==> src/rtl/dmem_pkg.sv <==
// Shared size codes, FSM states and load-extension helper for the byte-lane data memory.
package dmem_pkg;

    typedef enum logic [1:0] {
        SZ_BYTE  = 2'd0,
        SZ_HALF  = 2'd1,
        SZ_WORD  = 2'd2,
        SZ_DWORD = 2'd3
    } size_e;

    typedef enum logic {
        ST_INIT = 1'b0,
        ST_IDLE = 1'b1
    } state_e;

    localparam int MAX_DW = 512;

    // Keeps the low 'width' bits of field; every bit above is the field MSB (sign_ext) or zero.
    function automatic logic [MAX_DW-1:0] extend_field(
        input logic [MAX_DW-1:0] field,
        input int                width,
        input logic              sign_ext
    );
        logic [MAX_DW-1:0] result;
        logic              msb;
        result = '0;
        msb    = 1'b0;
        for (int i = 0; i < MAX_DW; i++) begin
            if (i < width) begin
                result[i] = field[i];
                msb       = field[i];
            end else begin
                result[i] = sign_ext & msb;
            end
        end
        return result;
    endfunction

endpackage

==> src/rtl/dmem_bank.sv <==
// Lane-writable synchronous RAM with a registered read-first output; storage is never reset.
module dmem_bank #(
    parameter int B     = 8,
    parameter int L     = 4,
    parameter int WORDS = 64,
    parameter int AW    = 6
) (
    input  logic           clk,
    input  logic [L-1:0]   lane_we,
    input  logic [AW-1:0]  addr,
    input  logic [L*B-1:0] wdata,
    output logic [L*B-1:0] rdata
);

    logic [L*B-1:0] mem [WORDS];

    always_ff @(posedge clk) begin
        for (int i = 0; i < L; i++) begin
            if (lane_we[i]) begin
                mem[addr][i*B +: B] <= wdata[i*B +: B];
            end
        end
        rdata <= mem[addr];
    end

endmodule

==> src/rtl/dmem_lane.sv <==
// Byte-lane data memory: clear sweep after reset, aligned byte/half/word access,
// two-stage pipeline (array read, then lane shift/extend into the response registers).
module dmem_lane
    import dmem_pkg::*;
#(
    parameter int B = 8,
    parameter int N = 8,
    parameter int L = 4
) (
    input  logic           clk,
    input  logic           rst,
    input  logic           req_valid,
    output logic           req_ready,
    input  logic           req_we,
    input  logic [N-1:0]   req_addr,
    input  logic [1:0]     req_size,
    input  logic           req_signed,
    input  logic [L*B-1:0] req_wdata,
    output logic           rsp_valid,
    output logic [L*B-1:0] rsp_rdata,
    output logic           rsp_err,
    output logic           init_done
);

    localparam int LW    = $clog2(L);
    localparam int WORDS = (2 ** N) / L;
    localparam int AW    = N - LW;
    localparam int DW    = L * B;

    state_e          state_q;
    state_e          state_d;
    logic [AW-1:0]   sweep_cnt;
    logic            sweeping;

    logic            accept;
    logic [AW-1:0]   acc_word;
    logic [LW-1:0]   acc_off;
    int              acc_bytes;
    logic            acc_err;
    logic [L-1:0]    store_lanes;
    logic [DW-1:0]   store_data;

    logic [L-1:0]    bank_we;
    logic [AW-1:0]   bank_addr;
    logic [DW-1:0]   bank_wdata;
    logic [DW-1:0]   bank_rdata;

    logic            s1_valid;
    logic            s1_we;
    logic            s1_err;
    logic            s1_signed;
    logic [LW-1:0]   s1_off;
    logic [1:0]      s1_size;
    logic [DW-1:0]   load_data;

    always_ff @(posedge clk) begin
        if (rst) begin
            state_q <= ST_INIT;
        end else begin
            state_q <= state_d;
        end
    end

    always_comb begin
        state_d   = state_q;
        req_ready = 1'b0;
        init_done = 1'b0;
        sweeping  = 1'b0;
        case (state_q)
            ST_INIT: begin
                sweeping = 1'b1;
                if (sweep_cnt == AW'(WORDS - 1)) begin
                    state_d = ST_IDLE;
                end
            end
            ST_IDLE: begin
                req_ready = 1'b1;
                init_done = 1'b1;
            end
            default: state_d = ST_INIT;
        endcase
    end

    always_ff @(posedge clk) begin
        if (rst) begin
            sweep_cnt <= '0;
        end else if (sweeping) begin
            sweep_cnt <= sweep_cnt + 1'b1;
        end
    end

    assign accept = req_valid && req_ready;

    // An access is legal only if it fits in a word and starts on a multiple of its own size.
    always_comb begin
        acc_word    = req_addr[N-1:LW];
        acc_off     = req_addr[LW-1:0];
        acc_bytes   = 1 << req_size;
        acc_err     = (acc_bytes > L) || ((int'(acc_off) & (acc_bytes - 1)) != 0);
        store_data  = req_wdata << (int'(acc_off) * B);
        store_lanes = '0;
        for (int i = 0; i < L; i++) begin
            if ((i >= int'(acc_off)) && (i < int'(acc_off) + acc_bytes)) begin
                store_lanes[i] = 1'b1;
            end
        end
    end

    always_comb begin
        bank_we    = '0;
        bank_addr  = acc_word;
        bank_wdata = store_data;
        if (sweeping) begin
            bank_we    = '1;
            bank_addr  = sweep_cnt;
            bank_wdata = '0;
        end else if (accept && req_we && !acc_err && !rst) begin
            bank_we = store_lanes;
        end
    end

    dmem_bank #(
        .B     (B),
        .L     (L),
        .WORDS (WORDS),
        .AW    (AW)
    ) u_bank (
        .clk     (clk),
        .lane_we (bank_we),
        .addr    (bank_addr),
        .wdata   (bank_wdata),
        .rdata   (bank_rdata)
    );

    always_ff @(posedge clk) begin
        if (rst) begin
            s1_valid <= 1'b0;
        end else begin
            s1_valid <= accept;
        end
        if (accept) begin
            s1_we     <= req_we;
            s1_err    <= acc_err;
            s1_signed <= req_signed;
            s1_off    <= acc_off;
            s1_size   <= req_size;
        end
    end

    always_comb begin
        load_data = DW'(extend_field(MAX_DW'(bank_rdata >> (int'(s1_off) * B)),
                                     (1 << s1_size) * B, s1_signed));
    end

    // Data is forced to zero for stores and errors and otherwise held while no response is due.
    always_ff @(posedge clk) begin
        if (rst) begin
            rsp_valid <= 1'b0;
            rsp_rdata <= '0;
            rsp_err   <= 1'b0;
        end else begin
            rsp_valid <= s1_valid;
            if (s1_valid) begin
                rsp_err   <= s1_err;
                rsp_rdata <= (s1_err || s1_we) ? '0 : load_data;
            end
        end
    end

endmodule

==> config.mk <==
export PLATFORM = sky130hd
export DESIGN_NAME = dmem_lane
export DESIGN_NICKNAME = d
export VERILOG_FILES = /design/src/rtl/dmem_pkg.sv /design/src/rtl/dmem_bank.sv /design/src/rtl/dmem_lane.sv
export SDC_FILE = /design/constraint.sdc
export NUM_CORES = 2
export LEC_CHECK = 0
export CORE_MARGIN = 2
export CORE_UTILIZATION = 35
export CTS_BUF_LIST = sky130_fd_sc_hd__clkbuf_2 sky130_fd_sc_hd__clkbuf_4 sky130_fd_sc_hd__clkbuf_8
export DETAILED_ROUTE_END_ITERATION = 6
export PLACE_DENSITY = 0.52
export SYNTH_ARGS = -nofsm -noshare
export SYNTH_HDL_FRONTEND = slang
export SYNTH_HIERARCHICAL = 1
export SYNTH_SLANG_ARGS = --single-unit
export TNS_END_PERCENT = 100
==> constraint.sdc <==
create_clock -name clk -period 4.7 [get_ports clk]
set_input_delay 0.47 -clock clk [delete_from_list [all_inputs] [get_ports clk]]
set_output_delay 0.47 -clock clk [all_outputs]
set_load 0.03 [all_outputs]
==> run summary <==
STA classifies the critical path startpoint as a register. The tools report the number of instances in the placed design as 8153. Power spread over the standard cell area amounts to 415 nW/um2. The post-layout instance count excluding filler cells was 8786. Critical path capture point type: a register. For the pin with the worst max-slew slack, the measured transition is 1.08 ns.

The via count of the first global-routing pass was 49028. The initial utilization of the core area, before any placement, comes to 35.3%. Yosys mapped a number of flops with a built-in enable equal to 2055. The floorplan step set the die width to 488 um. Counting flops and latches in the post-synthesis netlist gives 2129. After the last flow step, the layout net total stands at 5437.

The area occupied by multi-input gates was 17400 um2. The maximum operating frequency was 0.233 GHz; the area of the die was 239000 um2. For the cell area after placement, the log shows 89700 um2.

For the total core area, the log shows 233000 um2. Setup repair after global routing left no endpoint under its margin. The largest clock skew in the final design was 0.0813 ns.

The logs give 177000 um for the half-perimeter wire length of the detailed placement result and 4861 for the net count of the mapped netlist. The depth of the CTS H-tree is 5. The smallest clock period supported by the final layout is computed as 4.29 ns.

Clock-pin slew was measured on the worst setup and hold paths at 0.06 ns. The TritonCTS sink count was 2129; the clock buffer count from CTS was 360. Internal power comes to 0.0307 W. Timing analysis after detailed placement gives a worst setup slack of 0.0218 ns. The clock passes through at most 4 buffers. The die is 488 um tall. The synthesized netlist occupies a cell area of 82100 um2. The logs give 382000 um for the wire length of the first global-routing pass and 177 for the number of placement rows.

The buffer cell driving the clock tree root was clkbuf_8. Max-cap violations in this run came to 0. Summed over all layers, the global routing overflow is 0. The logs give 0 for the number of slew-limit violations in the final report and 326 uV for the worst ir drop on vdd.

The total vias in the final route is 50241. The clock network is responsible for 41.1% of the overall power. Sequential elements use 76.9% of the synthesized area. The buffer count from post-CTS setup fixing is 0, and the total power of the final layout is 0.0401 W. The hold violation total from the final report came out at 0. Power dissipated by switching net loads: 0.00942 W. TritonCTS built the clock tree.

The part of the power in combinational logic was 6.8%; the total of warnings raised by yosys was 6. For the worst setup path, the data arrival time is 4.94 ns. The finished cells cover 96800 um2. Input and output buffers added on the ports amount to 82.

The tightest min-delay check is of the input port to register type. The tools report the iteration-0 DRC count of the detailed router as 6758. At the end of routability-driven placement, the weighted congestion stood at 0.879. The count of distinct cell types in the synthesized netlist is 72, and the number of placed I/O pins is 83. In the final layout, the share of cells above drive strength 1 is 22.3%.

The run gives 10 as the number of antenna violations at the first check in global routing. The leakage power is 33.4 nW, and the fill cell instance count of the final layout is 20893. The total iterations of the first detailed-routing run was 6; the worst slew slack as a fraction of its limit was 27.9%. The tools report the count of hold buffers inserted by post-cts repair as 2.

For the fraction of power consumed by sequential logic, the log shows 52.1%. The final clock period utilization by the worst path works out to 91.2%. The tools report the global-route usage over all layers as 22.5%. Each instance of the synthesized netlist takes up on average 17.1 um2. The final worst slack came out at 0.412 ns.

Synthesis produced 4809 cells. The logs give 0.41 ns for the internal reg-to-reg setup slack and 63200 um2 for the area taken by flip-flops and latches. The number of remaining DRC errors was 0. The most frequently used flop master after synthesis is edfxtp_1. After synthesis, the share of flip-flops with an asynchronous set or reset is 0%. Setup violations remaining at the end of the flow were counted as 0. Data on the critical path is required at its endpoint by 5.35 ns.

Entering global routing, the biggest net connects 74 pins. The routed design has 273000 um of wire. After detailed routing, the average wire length per cell comes to 31.1 um. The run finished with clean final reports. Summed over all failing endpoints, the final setup total negative slack is 0 ns. The area growth from synthesis to layout is 17.9%.

The switching share of total power was 23.5%; the maximum fanout along the worst path was 16. The number of vias per cell is 5.72, and the number of instances resized during post-cts repair is 0. Post-route antenna net violation count: 0. The critical path is of the register to register type. At the later pin of the worst-skew pair, clock insertion delay measures 1.09 ns.
==> sequential cells by signal, summed over array words and instances, names as in the netlist, 2 cells and up <==
| register | flops |
|---|---|
| rsp_rdata | 32 |
| s1_off | 2 |
| s1_size | 2 |
| sweep_cnt | 6 |
| u_bank/mem | 2048 |
| u_bank/rdata | 32 |
==> cells in the mapped netlist, types with 25 or more instances <==
| cell | number | area, um2 |
|---|---|---|
| a21oi_1 | 88 | 440 |
| a221o_1 | 46 | 460 |
| a221oi_1 | 279 | 2440 |
| a22o_1 | 30 | 263 |
| a22oi_1 | 274 | 2060 |
| buf_1 | 34 | 128 |
| buf_2 | 106 | 531 |
| buf_4 | 33 | 248 |
| buf_6 | 25 | 282 |
| clkbuf_1 | 160 | 601 |
| dfxtp_1 | 74 | 1480 |
| edfxtp_1 | 2055 | 61700 |
| mux2_2 | 50 | 563 |
| mux2i_1 | 259 | 2590 |
| mux4_2 | 80 | 1800 |
| nand2_1 | 101 | 379 |
| nor2_1 | 466 | 1750 |
| nor3_1 | 25 | 125 |
| o21ai_0 | 135 | 676 |
| o221ai_1 | 46 | 403 |
| o22ai_1 | 163 | 1020 |
==> layer usage <==
| metal | track usage, % | wire, um | vias to the layer above |
|---|---|---|---|
| met1 | 31.1 | 113000 | 26034 |
| met4 | 7.65 | 9350 | 6 |
| met3 | 4.77 | 24500 | 543 |
| li1 | - | - | 20920 |
| met5 | 0 | 40 | - |
| met2 | 35.3 | 126000 | 2738 |
==> power by group through the flow <==
stage	clock network (W)	logic [W]	registers, W
finish	0.0165	0.00272	0.0209
global route	0.0176	0.00281	0.0209
CTS	0.0168	0.00268	0.0209
detailed placement	0	0.00267	0.0213
global placement	0	0.00267	0.0213
floorplan	0	0.00148	0.0211
==> per-stage QoR <==
step / utilization, % / hold slack, ns
floorplan: - / 0.469
CTS: 41.5 / 0.0237
detailed placement: 38.5 / 0.443
global route: 41.5 / 0.0610
global placement: 38.5 / 0.443
finish: 41.5 / 0.114
==> path summary, 6_finish.rpt <==
path / startpoint / end / depth (start not counted)
hold reg to reg: rsp_rdata[12]$_SDFFE_PP0P_ / rsp_rdata[12]$_SDFFE_PP0P_ / 2
hold / removal: req_addr[0] / s1_off[0]$_DFFE_PP_ / 2
setup / recovery: state_q$_SDFF_PP0_ / u_bank/mem[20][8]$_DFFE_PP_ / 8
setup reg to reg: state_q$_SDFF_PP0_ / u_bank/mem[20][8]$_DFFE_PP_ / 8
==> cell families (layout without fill, tap and decap cells) <==
group                      after synthesis  after routing  share of synthesized area, %
DFF                                   2129           2129                          76.9
buffers and inverters                  365           1204                          2.22
and+or+nand+nor                        729            729                          3.88
muxes                                  398            398                          6.16
xor gates and xnor gates                 4              4                        0.0427
AOI/OAI and AO/OA                     1179           1179                          10.7
adders and majority gates                5              5                        0.0853
other                                    0              6                             0
==> cell type report <==
class	instances	share of cell area (%)
flip-flops and latches	2129	65.3
multi-input cells	2315	18.0
clock buffers	489	6.23
repair buffers	573	5.37
well taps	3132	4.05
clock inverters	136	1.03
inverters	6	0.0310
diodes	6	0.0155
==> critical path, stage by stage, from the launching register on <==
cell	delay, ns
dfxtp_2	0.48
buf_4	0.35
and2_1	0.41
nor2b_1	0.23
nand4b_1	0.45
o31ai_2	0.59
buf_4	0.36
nand2_1	0.32
nor2_1	0.64
==> placed cells by master, fill, tap and decap left out, types with 30 or more instances in the layout <==
cell,synthesis,layout
buf_12,0,55
a221oi_1,279,279
o22ai_1,163,163
nand2_1,101,93
clkdlybuf4s50_1,0,81
clkbuf_4,0,112
edfxtp_1,2055,2055
a22oi_1,274,274
mux2i_1,259,259
a21oi_1,88,88
buf_4,33,434
clkinv_2,0,41
mux2_2,50,47
a22o_1,30,30
a221o_1,46,46
clkinv_1,0,75
o21ai_0,135,130
dfxtp_1,74,73
nor2_1,466,449
o221ai_1,46,46
mux4_2,80,80
clkbuf_8,0,377
Power figures use the tool's default switching activity.
